<file path="src/rtl/prescale_ctrl.sv">
// prescale_ctrl: per-channel prescaled count-enable pulse generator with a shared debug halt.
// Configuration is shadowed so that live changes restart the division cleanly.
module prescale_ctrl #(
   parameter int NUM_CH = 4,
   parameter int DIV_W  = 4
) (
   input  logic                    clk,
   input  logic                    rst_n,
   input  logic [NUM_CH-1:0]       timer_en,
   input  logic [NUM_CH-1:0]       div_en,
   input  logic [NUM_CH-1:0]       div_mode,
   input  logic [NUM_CH*DIV_W-1:0] div_val,
   input  logic                    dbg_mode,
   input  logic                    halt_req,
   output logic                    halt_ack,
   output logic [NUM_CH-1:0]       cnt_en
);
   localparam int PRE_W = 2**DIV_W - 1;
   logic halt_en;
   logic halt_ack_d;
   logic halt_ack_q;
   assign halt_en = dbg_mode & halt_req;
   always_comb halt_ack_d = halt_en;
   always_ff @(posedge clk or negedge rst_n) begin
      if (!rst_n) halt_ack_q <= 1'b0;
      else        halt_ack_q <= halt_ack_d;
   end
   assign halt_ack = halt_ack_q;
   for (genvar g = 0; g < NUM_CH; g++) begin : g_ch
      logic [DIV_W-1:0] val;
      logic [DIV_W-1:0] val_d;
      logic [DIV_W-1:0] val_q;
      logic             en_d;
      logic             en_q;
      logic             mode_d;
      logic             mode_q;
      logic [PRE_W-1:0] therm;
      logic [PRE_W-1:0] limit;
      logic [PRE_W-1:0] cnt_d;
      logic [PRE_W-1:0] cnt_q;
      logic             cfg_chg;
      logic             at_lim;
      assign val = div_val[g*DIV_W +: DIV_W];
      // a thermometer of val ones is (1 << val) - 1 without a wide shifter
      always_comb begin
         therm = '0;
         for (int j = 0; j < PRE_W; j++) therm[j] = j < int'(val);
         limit   = div_mode[g] ? PRE_W'(val) : therm;
         cfg_chg = {div_en[g], div_mode[g], val} != {en_q, mode_q, val_q};
         at_lim  = cnt_q == limit;
         en_d    = halt_en ? en_q   : div_en[g];
         mode_d  = halt_en ? mode_q : div_mode[g];
         val_d   = halt_en ? val_q  : val;
         cnt_d   = halt_en ? cnt_q :
                   (!timer_en[g] || !div_en[g] || cfg_chg || at_lim) ? '0 : cnt_q + 1'b1;
      end
      always_ff @(posedge clk or negedge rst_n) begin
         if (!rst_n) begin
            en_q   <= 1'b0;
            mode_q <= 1'b0;
            val_q  <= '0;
            cnt_q  <= '0;
         end else begin
            en_q   <= en_d;
            mode_q <= mode_d;
            val_q  <= val_d;
            cnt_q  <= cnt_d;
         end
      end
      assign cnt_en[g] = timer_en[g] & ~halt_en & ~cfg_chg & (~div_en[g] | (limit == '0) | at_lim);
   end
endmodule

</file>
<file path="config.mk">
export PLATFORM = sky130hd
export DESIGN_NAME = prescale_ctrl
export DESIGN_NICKNAME = d
export VERILOG_FILES = /design/src/rtl/prescale_ctrl.sv
export SDC_FILE = /design/constraint.sdc
export NUM_CORES = 1
export LEC_CHECK = 0
export BUFFER_PORTS_ARGS = -buffer_cell sky130_fd_sc_hd__buf_2
export CAP_MARGIN = 0
export CORE_UTILIZATION = 55
export CTS_CLUSTER_SIZE = 10
export DETAILED_ROUTE_END_ITERATION = 10
export PLACE_DENSITY = 0.81
export SETUP_SLACK_MARGIN = 0.3
export SLEW_MARGIN = 20
export SYNTH_ARGS = -nofsm -noshare
export SYNTH_HDL_FRONTEND = slang
export SYNTH_SLANG_ARGS = --single-unit
</file>
<file path="constraint.sdc">
create_clock -name clk -period 3.05 [get_ports clk]
set_input_delay 0.61 -clock clk [delete_from_list [all_inputs] [get_ports clk]]
set_output_delay 0.61 -clock clk [all_outputs]
set_load 0.02 [all_outputs]
</file>
* Word-level counts from Yosys, hierarchy flattened
Cells that the tools add are included.
Word-level totals: flip-flop bits (word level) 85, bits in latches 0, RAM bits 0, memory bits (read-only) 0, bits of input ports 32, output and inout bits 5, logic and storage cells 151, memories kept 0
Operators by class: add/subtract/negate cells 4, multiply operators 0, divide/modulo/power cells 0, order comparisons 60, equality and inequality tests 8, shift operators 0, multiplexer cells 8, bitwise operators 30, reduce and logical (&&, ||, !) cells 24
Operator list (count):
- 15-bit 2-to-1 mux | 8
- 4-bit less-than comparator, first input constant | 28
- 3-bit by 4-bit less-than comparator with 1-bit output, first input constant | 16
- 15-bit by 1-bit adder with 15-bit output, second input constant | 4
- 15-bit == test | 4
- 15-bit logical NOT | 4
- 1-bit by 4-bit less-than comparator with 1-bit output, first input constant | 8
- 2-bit by 4-bit less-than comparator with 1-bit output, first input constant | 8
- 6-bit inequality test | 4
- 1-bit AND | 13
- 1-bit logical OR | 12
- 1-bit inverter | 9
- 1-bit logical NOT | 8
- 1-bit bitwise OR | 8

* Depth between registers and ports, before layout
Gate-level depths: netlist of the first run.
word-level depth 6, mapped depth 10

* Least setup slack after synthesis of the first run
Ideal clock, no wire load.
path type input to output, from input div_val[10], to output cnt_en[2], arrival time 2.579 ns, required time 2.440 ns, setup slack -0.139 ns, cell stages on the path 6, path through buf_6 or4b_1 a311oi_1 o22ai_1 or4_4 a31oi_1
On the way: cells in the longest elaborated chain, start to end 6
RTL lines:
- start, declared | RTL line 12 | input logic [NUM_CH*DIV_W-1:0] div_val,
- 1-bit by 4-bit less-than comparator with 1-bit output, or another cell as far along | RTL line 47 | for (int j = 0; j < PRE_W; j++) therm[j] = j < int'(val);
- 15-bit 2-to-1 mux | RTL line 48 | limit = div_mode[g] ? PRE_W'(val) : therm;
- 15-bit logical NOT | RTL line 70 | assign cnt_en[g] = timer_en[g] & ~halt_en & ~cfg_chg & (~div_en[g] | (limit == '0) | at_lim);
- 1-bit bitwise OR (2 in a row) | RTL line 70
- 1-bit AND (*) | RTL line 70
- end, declared | RTL line 16 | output logic [NUM_CH-1:0] cnt_en
Mark *: on every way between the ends. The rest lies on a longest branch, timed or not.

* Worst setup path after layout of the first run
Ends and elaborated chain as after synthesis.

==> impl_metrics.csv, run 1 <==
group,metric,value,unit
worst_setup_path,r2r_slack,680,ps
worst_setup_path,critPathMaxFanout,17,
yosys,synth_mux_area_share,0.3612,%
sta,setup_ws,107.4,ps
sta,period_minus_slack,2943,ps
floorplanning,die-height,105.5,um
cts,clkTransAtPathRegs,90,ps
pwr,seqPwrFrac,47.6,%
sta,setup_violations,0,
yosys,netlist_instances,747,
yosys,synth_cell_type_count,64,
min_path,hold_class,"input pin to asynchronous set/reset pin",
yosys,synthXorXnorAreaFrac,11.30,%
cts,numCtsBuffers,9,
worst_setup_path,cp_common_cell,"buf_6",
cts,htreeDepth,3,
yosys,synth_top_cell_area_share,36.12,%
yosys,ys_top_cells_by_count,"nand2_1 (126), dfrtp_1 (85), a21oi_1 (50), nor2_1 (50), o21ai_0 (39)",
drt,drt-vias-per-instance,6.001,
sta,hold_violations,0,
yosys,seq_area_frac_synth,36.12,%
worst_setup_path,max_stage_delay,570,ps
pwr,switchingPower,0.6453,mW
global_routing,gr-usage-all-layers,27.04,%
yosys,synth.most_common_cell,"nand2_1",
cells_and_area,layout.nets,834,
pwr,ir_drop,0.2759,mV
cells_and_area,n_fill_cell,834,
drt,finalWirelength,14510,um
yosys,synth-edff-count,0,
floorplanning,ioPinCount,37,
yosys,synthSimpleGateAreaFrac,28.11,%
placed_design,detailed_place_hpwl,9756,um
drt,dr.first_iter.drc_count,368,
worst_setup_path,critical_path_required,2440,ps
cts,clk-insertion-delay-late,360,ps
placed_design,pre_cts_slack,23.69,ps
global_routing,antenna_found_initial,0,
yosys,synth_compound_area_share,17.81,%
sta,fmax,0.3398,GHz
global_routing,grt_pass1_vias,5382,
sta,slew_viol_final,0,
pwr,p_leak,2.857,nW
yosys,yosys.area.top_type,"dfrtp_1",
yosys,synthFlopType,"dfrtp_1",
cts,postCtsHoldBufs,0,
pwr,pwr_density_cell,356.1,nW/um^2
sta,skew,7.994,ps
worst_setup_path,slowest_stage,"or4_4",
yosys,yosysWarnings,0,
cells_and_area,n_antenna_cell,0,
global_routing,grt.overflow.total,0,
worst_setup_path,arrival,2330,ps
yosys,synthArstFlopShare,100.0,%
yosys,ys_seq_elements,85,
yosys,synth_nets,783,
sta,slew_headroom,60.66,%
worst_setup_path,cp-end-kind,"output pin",
floorplanning,core_area,10370,um^2
worst_setup_path,path_class,"input pin to output pin",
pwr,power.clock.fraction,37.2,%
global_routing,grt_max_degree,86,
run_status,outcome,"complete, no violations",
sta,rsz0062_at_grt,"true",
yosys,synth.avg_cell_area,7.882,um^2
drt,dr.pass1.iters,6,
floorplanning,row_count,37,
worst_setup_path,worstPathCellList,"buf_2 > buf_6 > nor3b_2 > a21oi_1 > o31ai_2 > nand3_1 > or4_4 > a31oi_4 > buf_6",
pwr,p_int,1.819,mW
yosys,syn_area,5888,um^2
sta,worst_slew_pin_slew,587.9,ps
drt,wl_per_cell,15.45,um
yosys,synth.area.top_cells,"dfrtp_1 (36%), nand2_1 (8.0%), xnor2_1 (5.7%)",
pwr,p_comb_share,15.2,%
drt,drc,0,
cts,clock_path_buffers,2,
cells_and_area,drive_above_1_share,17.68,%
drt,ant_nets,0,
global_routing,grt_pass1_wl,24480,um
floorplanning,die-area,11120,um^2
cts,cts_tree,"yes",
placed_design,globalplace.congestion,0.8867,
yosys,synthAdderAreaFrac,0.8500,%
floorplanning,start_util,56.78,%
worst_setup_path,cp-start-kind,"input pin",
floorplanning,die_w,105.5,um
cts,cts_root_buffer,"clkbuf_8",
cells_and_area,syn_to_final_growth,17.51,%
run,max_cap_viol_count,0,
drt,vias,5635,
pwr,switching_share,26.19,%
yosys,synth_top_family_by_area,"simple AND/OR/NAND/NOR gates",
placed_design,numPortBuffers,36,
sta,fin_setup_tns,0,ps
sta,post-route-period-util,96.48,%
cts,cts.sinks,85,
==> final timing paths <==
check,cells after the start,from,endpoint
worst max-delay path,9,div_val[10],cnt_en[2]
worst min-delay path,2,rst_n,g_ch[3].val_q[2]
worst max register to register,11,g_ch[0].cnt_q[6],g_ch[0].cnt_q[0]
worst min register to register,2,g_ch[0].val_q[1],g_ch[0].val_q[1]
max in group asynchronous,2,rst_n,g_ch[0].cnt_q[12]
min in group clk,3,div_val[7],g_ch[1].val_q[3]
==> metal layers <==
metal  vias to the layer above  GRT usage (%)  wire (um)
li1                       2722              -          -
met5                         -              0          0
met4                         0          10.36        214
met1                      2689          35.14       6396
met2                       196          44.55       7083
met3                        28          5.257        817
==> cell usage in the layout (no fill, tap or decap), types with 19 or more instances in the layout <==
master and count:
a21oi_1 49, buf_2 19, buf_4 52, dfrtp_1 79
inv_1 27, nand2_1 125, nand3_1 35, nand4_1 23
nor2_1 49, o21ai_0 37, xnor2_1 38, xor2_1 38
==> through the flow <==
stage	std cells	hold slack, ps	util, %	power [mW]	area, um^2
after floorplan	747	314.4	-	1.413	5959
after CTS	927	280.8	64.96	2.467	6736
final	939	247.1	66.72	2.464	6919
after global routing	939	302.7	66.72	2.570	6919
after global placement	900	469.0	61.00	1.513	6326
after detailed placement	900	477.1	61.00	1.527	6326
==> sequential cells by signal, indices dropped and copies added (netlist names) <==
name and cells:
halt_ack 1, g_ch.val_q 16, g_ch.cnt_q 60, g_ch.mode_q 4, g_ch.en_q 4
==> power by group through the flow <==
stage	Combinational, mW	Clock, mW	Sequential (mW)
global route	0.413	0.980	1.18
finish	0.374	0.917	1.17
detailed placement	0.332	0	1.20
floorplan	0.221	0	1.19
global placement	0.319	0	1.19
CTS	0.354	0.940	1.17
==> critical path: cells and delay by family <==
kind                   cells  cell delay (ps)
buffers and inverters      3              400
AOI/OAI and AO/OA          3              450
and+or+nand+nor            3              870
==> cell families after synthesis <==
family                     Yosys count
AOI/OAI and AO/OA                  165
xor gates and xnor gates            76
adders and majority gates            4
buffers and inverters               77
DFF                                 85
muxes                                2
and+or+nand+nor                    338
==> timing repair <==
action / 4_1_cts / 5_1_grt
pin swaps: 15 / 12
gates resized for setup: 34 / 28
endpoints found under the hold margin: 0 / 0
buffers inserted: 11 / 12
setup endpoints to repair: 4 / 4
==> layout make-up <==
type / count / area [um^2] / area share, %
clock inverter: 3 / 67.56 / 0.9765
inverter: 28 / 105.1 / 1.519
sequential: 85 / 2135 / 30.85
tap: 136 / 170.2 / 2.459
multi-input combinational: 585 / 3575 / 51.66
clock buffer: 13 / 158.9 / 2.297
timing repair buffer: 89 / 708.2 / 10.24
Power figures use the tool's default switching activity.
==> inputs of run 2 (changes only) <==
--- a/config.mk
+++ b/config.mk
@@ -5,13 +5,14 @@
 export SDC_FILE = /design/constraint.sdc
 export NUM_CORES = 1
 export LEC_CHECK = 0
-export BUFFER_PORTS_ARGS = -buffer_cell sky130_fd_sc_hd__buf_2
 export CAP_MARGIN = 0
 export CORE_UTILIZATION = 55
 export CTS_CLUSTER_SIZE = 10
 export DETAILED_ROUTE_END_ITERATION = 10
+export DONT_BUFFER_PORTS = 1
 export PLACE_DENSITY = 0.81
 export SETUP_SLACK_MARGIN = 0.3
+export SKIP_CTS_REPAIR_TIMING = 1
 export SLEW_MARGIN = 20
 export SYNTH_ARGS = -nofsm -noshare
 export SYNTH_HDL_FRONTEND = slang
==> constraint.sdc (replaced) <==
create_clock -name clk -period 2.45 [get_ports clk]
set_input_delay 0.49 -clock clk [delete_from_list [all_inputs] [get_ports clk]]
set_output_delay 0.49 -clock clk [all_outputs]
set_load 0.02 [all_outputs]
==> run 2 against run 1 <==
Against the previous run: the run now ends with hold timing, setup timing left; clock-buffer cell count down 4; clock skew down 3.7 ps; sequential share of layout area up 0.62 points; first-iteration DRC count up 13%; flip-flop and latch count unchanged; critical path depth down 3; clock power up 18%.
==> impl_metrics.csv, run 2 (same netlist as run 1, synthesis figures left out) <==
group,metric,value,unit
worst_setup_path,r2r-end,"g_ch[2].cnt_q[3]",
cts,cts_root_buffer,"clkbuf_8",
drt,vias,5490,
sta,setup_violations,4,
placed_design,detailed_place_hpwl,9453,um
global_routing,grt_max_degree,86,
worst_setup_path,critical_path_required,1960,ps
cts,htreeDepth,3,
pwr,pwr_density_cell,417.8,nW/um^2
cells_and_area,drive_above_1_share,19.05,%
cells_and_area,largestRegisters,"g_ch.cnt_q: 60 flops, g_ch.val_q: 16 flops",
run_status,outcome,"complete, but fails checks",
global_routing,gr-usage-all-layers,26.01,%
drt,drt-vias-per-instance,6.155,
global_routing,grt_pass1_wl,23540,um
cells_and_area,largest_reg_flops,60,
floorplanning,die-height,105.5,um
cells_and_area,regMostFlops,"g_ch.cnt_q",
drt,wl_per_cell,16.43,um
floorplanning,row_count,37,
sta,setup_ws,-404.4,ps
worst_setup_path,critPathMaxFanout,5,
worst_setup_path,path_class,"flop to output pin",
placed_design,globalplace.congestion,0.8709,
sta,period_minus_slack,2854,ps
floorplanning,die-area,11120,um^2
floorplanning,ioPinCount,37,
worst_setup_path,worstRegToRegCells,9,
floorplanning,die_w,105.5,um
cells_and_area,final_common_cell,"nand2_1",
worst_setup_path,slowest_stage,"or4_4",
sta,slew_headroom,61.12,%
sta,fmax,0.3503,GHz
worst_setup_path,arrival,2360,ps
cells_and_area,n_antenna_cell,0,
floorplanning,start_util,56.78,%
run_status,violations,"hold timing, setup timing",
sta,skew,4.283,ps
pwr,p_leak,2.622,nW
pwr,ir_drop,0.3234,mV
cells_and_area,layout.nets,787,
sta,post-route-period-util,116.5,%
sta,holdWs,-208.1,ps
sta,rsz0062_at_grt,"true",
worst_setup_path,cp-startpoint,"g_ch[2].cnt_q[13]",
cts,clkTransAtPathRegs,90,ps
global_routing,grt.overflow.total,0,
drt,ant_nets,0,
sta,fin_setup_tns,-818.8,ps
cells_and_area,final_cell_mix,"nand2_1 (124), dfrtp_1 (72), nor2_1 (47), xnor2_1 (38), xor2_1 (38)",
drt,drc,0,
worst_setup_path,cp-end-kind,"output pin",
worst_setup_path,cp-start-kind,"flop",
run,max_cap_viol_count,0,
worst_setup_path,r2r_slack,80,ps
global_routing,grt_pass1_vias,5184,
worst_setup_path,max_stage_delay,570,ps
cts,cts_tree,"yes",
drt,dr.pass1.iters,5,
sta,slew_viol_final,0,
sta,worst_slew_pin_slew,578.7,ps
cts,clock_path_buffers,2,
cts,numCtsBuffers,9,
sta,hold_violations,85,
worst_setup_path,rr_startpoint,"g_ch[2].cnt_q[13]",
cells_and_area,n_fill_cell,828,
placed_design,numPortBuffers,0,
cts,clk-insertion-delay-late,380,ps
cells_and_area,syn_to_final_growth,15.66,%
min_path,hold_class,"input pin to asynchronous set/reset pin",
worst_setup_path,worstPathCellList,"xnor2_1 > a21oi_1 > o31ai_1 > nand3_1 > or4_4 > a31oi_4",
global_routing,antenna_found_initial,0,
floorplanning,core_area,10370,um^2
cts,cts.sinks,85,
drt,dr.first_iter.drc_count,414,
drt,finalWirelength,14650,um
[run 2: changes by cell type in the layout (fill, tap and decap cells not counted), moves of 4 or more]
cell	before	now
buf_2	19	1
dfrtp_2	6	13
o21ai_0	37	33
buf_6	10	2
o21ai_1	1	5
a21oi_1	49	25
nand3_1	35	29
buf_4	52	33
a21oi_2	2	26
nand3_2	1	5
dfrtp_1	79	72
[run 2: critical path: cells and delay by family (launching register included)]
family | cells | cell delay, ps
and+or+nand+nor | 2 | 690
xor gates and xnor gates | 1 | 180
AOI/OAI and AO/OA | 3 | 650
DFF | 1 | 460
[run 2: worst max-delay path by stage]
stage	endpoint	depth (start not counted)
2_1_floorplan	cnt_en[3]	7
3_3_place_gp	cnt_en[2]	6
3_5_place_dp	cnt_en[2]	6
4_1_cts	cnt_en[2]	5
5_1_grt	cnt_en[2]	6
6_report	cnt_en[2]	6
[run 2: stage by stage]
step           power, mW  cells  cell area, um^2  setup slack, ps  util (%)
3_3_place_gp       1.762    853             6178           -80.57     59.58
6_report           2.845    892             6810           -404.4     65.67
4_1_cts            2.834    869             6385           -378.9     61.57
3_5_place_dp       1.773    853             6178           -104.9     59.58
2_1_floorplan      1.775    747             6132           -185.4         -
5_1_grt            2.950    892             6810           -549.8     65.67
[run 2: routing by layer]
| metal | vias up | GRT usage [%] | part of all wire (%) |
|---|---|---|---|
| met1 | 2667 | 32.55 | 43 |
| li1 | 2628 | - | - |
| met4 | 0 | 9.256 | 2.4 |
| met2 | 159 | 44.22 | 50 |
| met3 | 36 | 5.628 | 4.8 |
| met5 | - | 0 | 0 |
[run 2: where the power goes]
part	leakage, nW	internal [mW]	switching, mW	total, mW
Combinational	1.41	0.142	0.165	0.307
Sequential	1.12	1.44	0.0249	1.46
Clock	0.0984	0.487	0.590	1.08
Total	2.62	2.07	0.780	2.85
[run 2: area by class of cell]
| type | instances | area, um^2 | area share, % |
|---|---|---|---|
| Tap cell | 136 | 170.2 | 2.499 |
| Sequential cell | 85 | 2143 | 31.47 |
| Clock buffer | 9 | 123.9 | 1.819 |
| Inverter | 28 | 105.1 | 1.543 |
| Clock inverter | 7 | 82.58 | 1.213 |
| Multi-Input combinational cell | 586 | 3820 | 56.09 |
| Timing Repair Buffer | 41 | 365.4 | 5.365 |
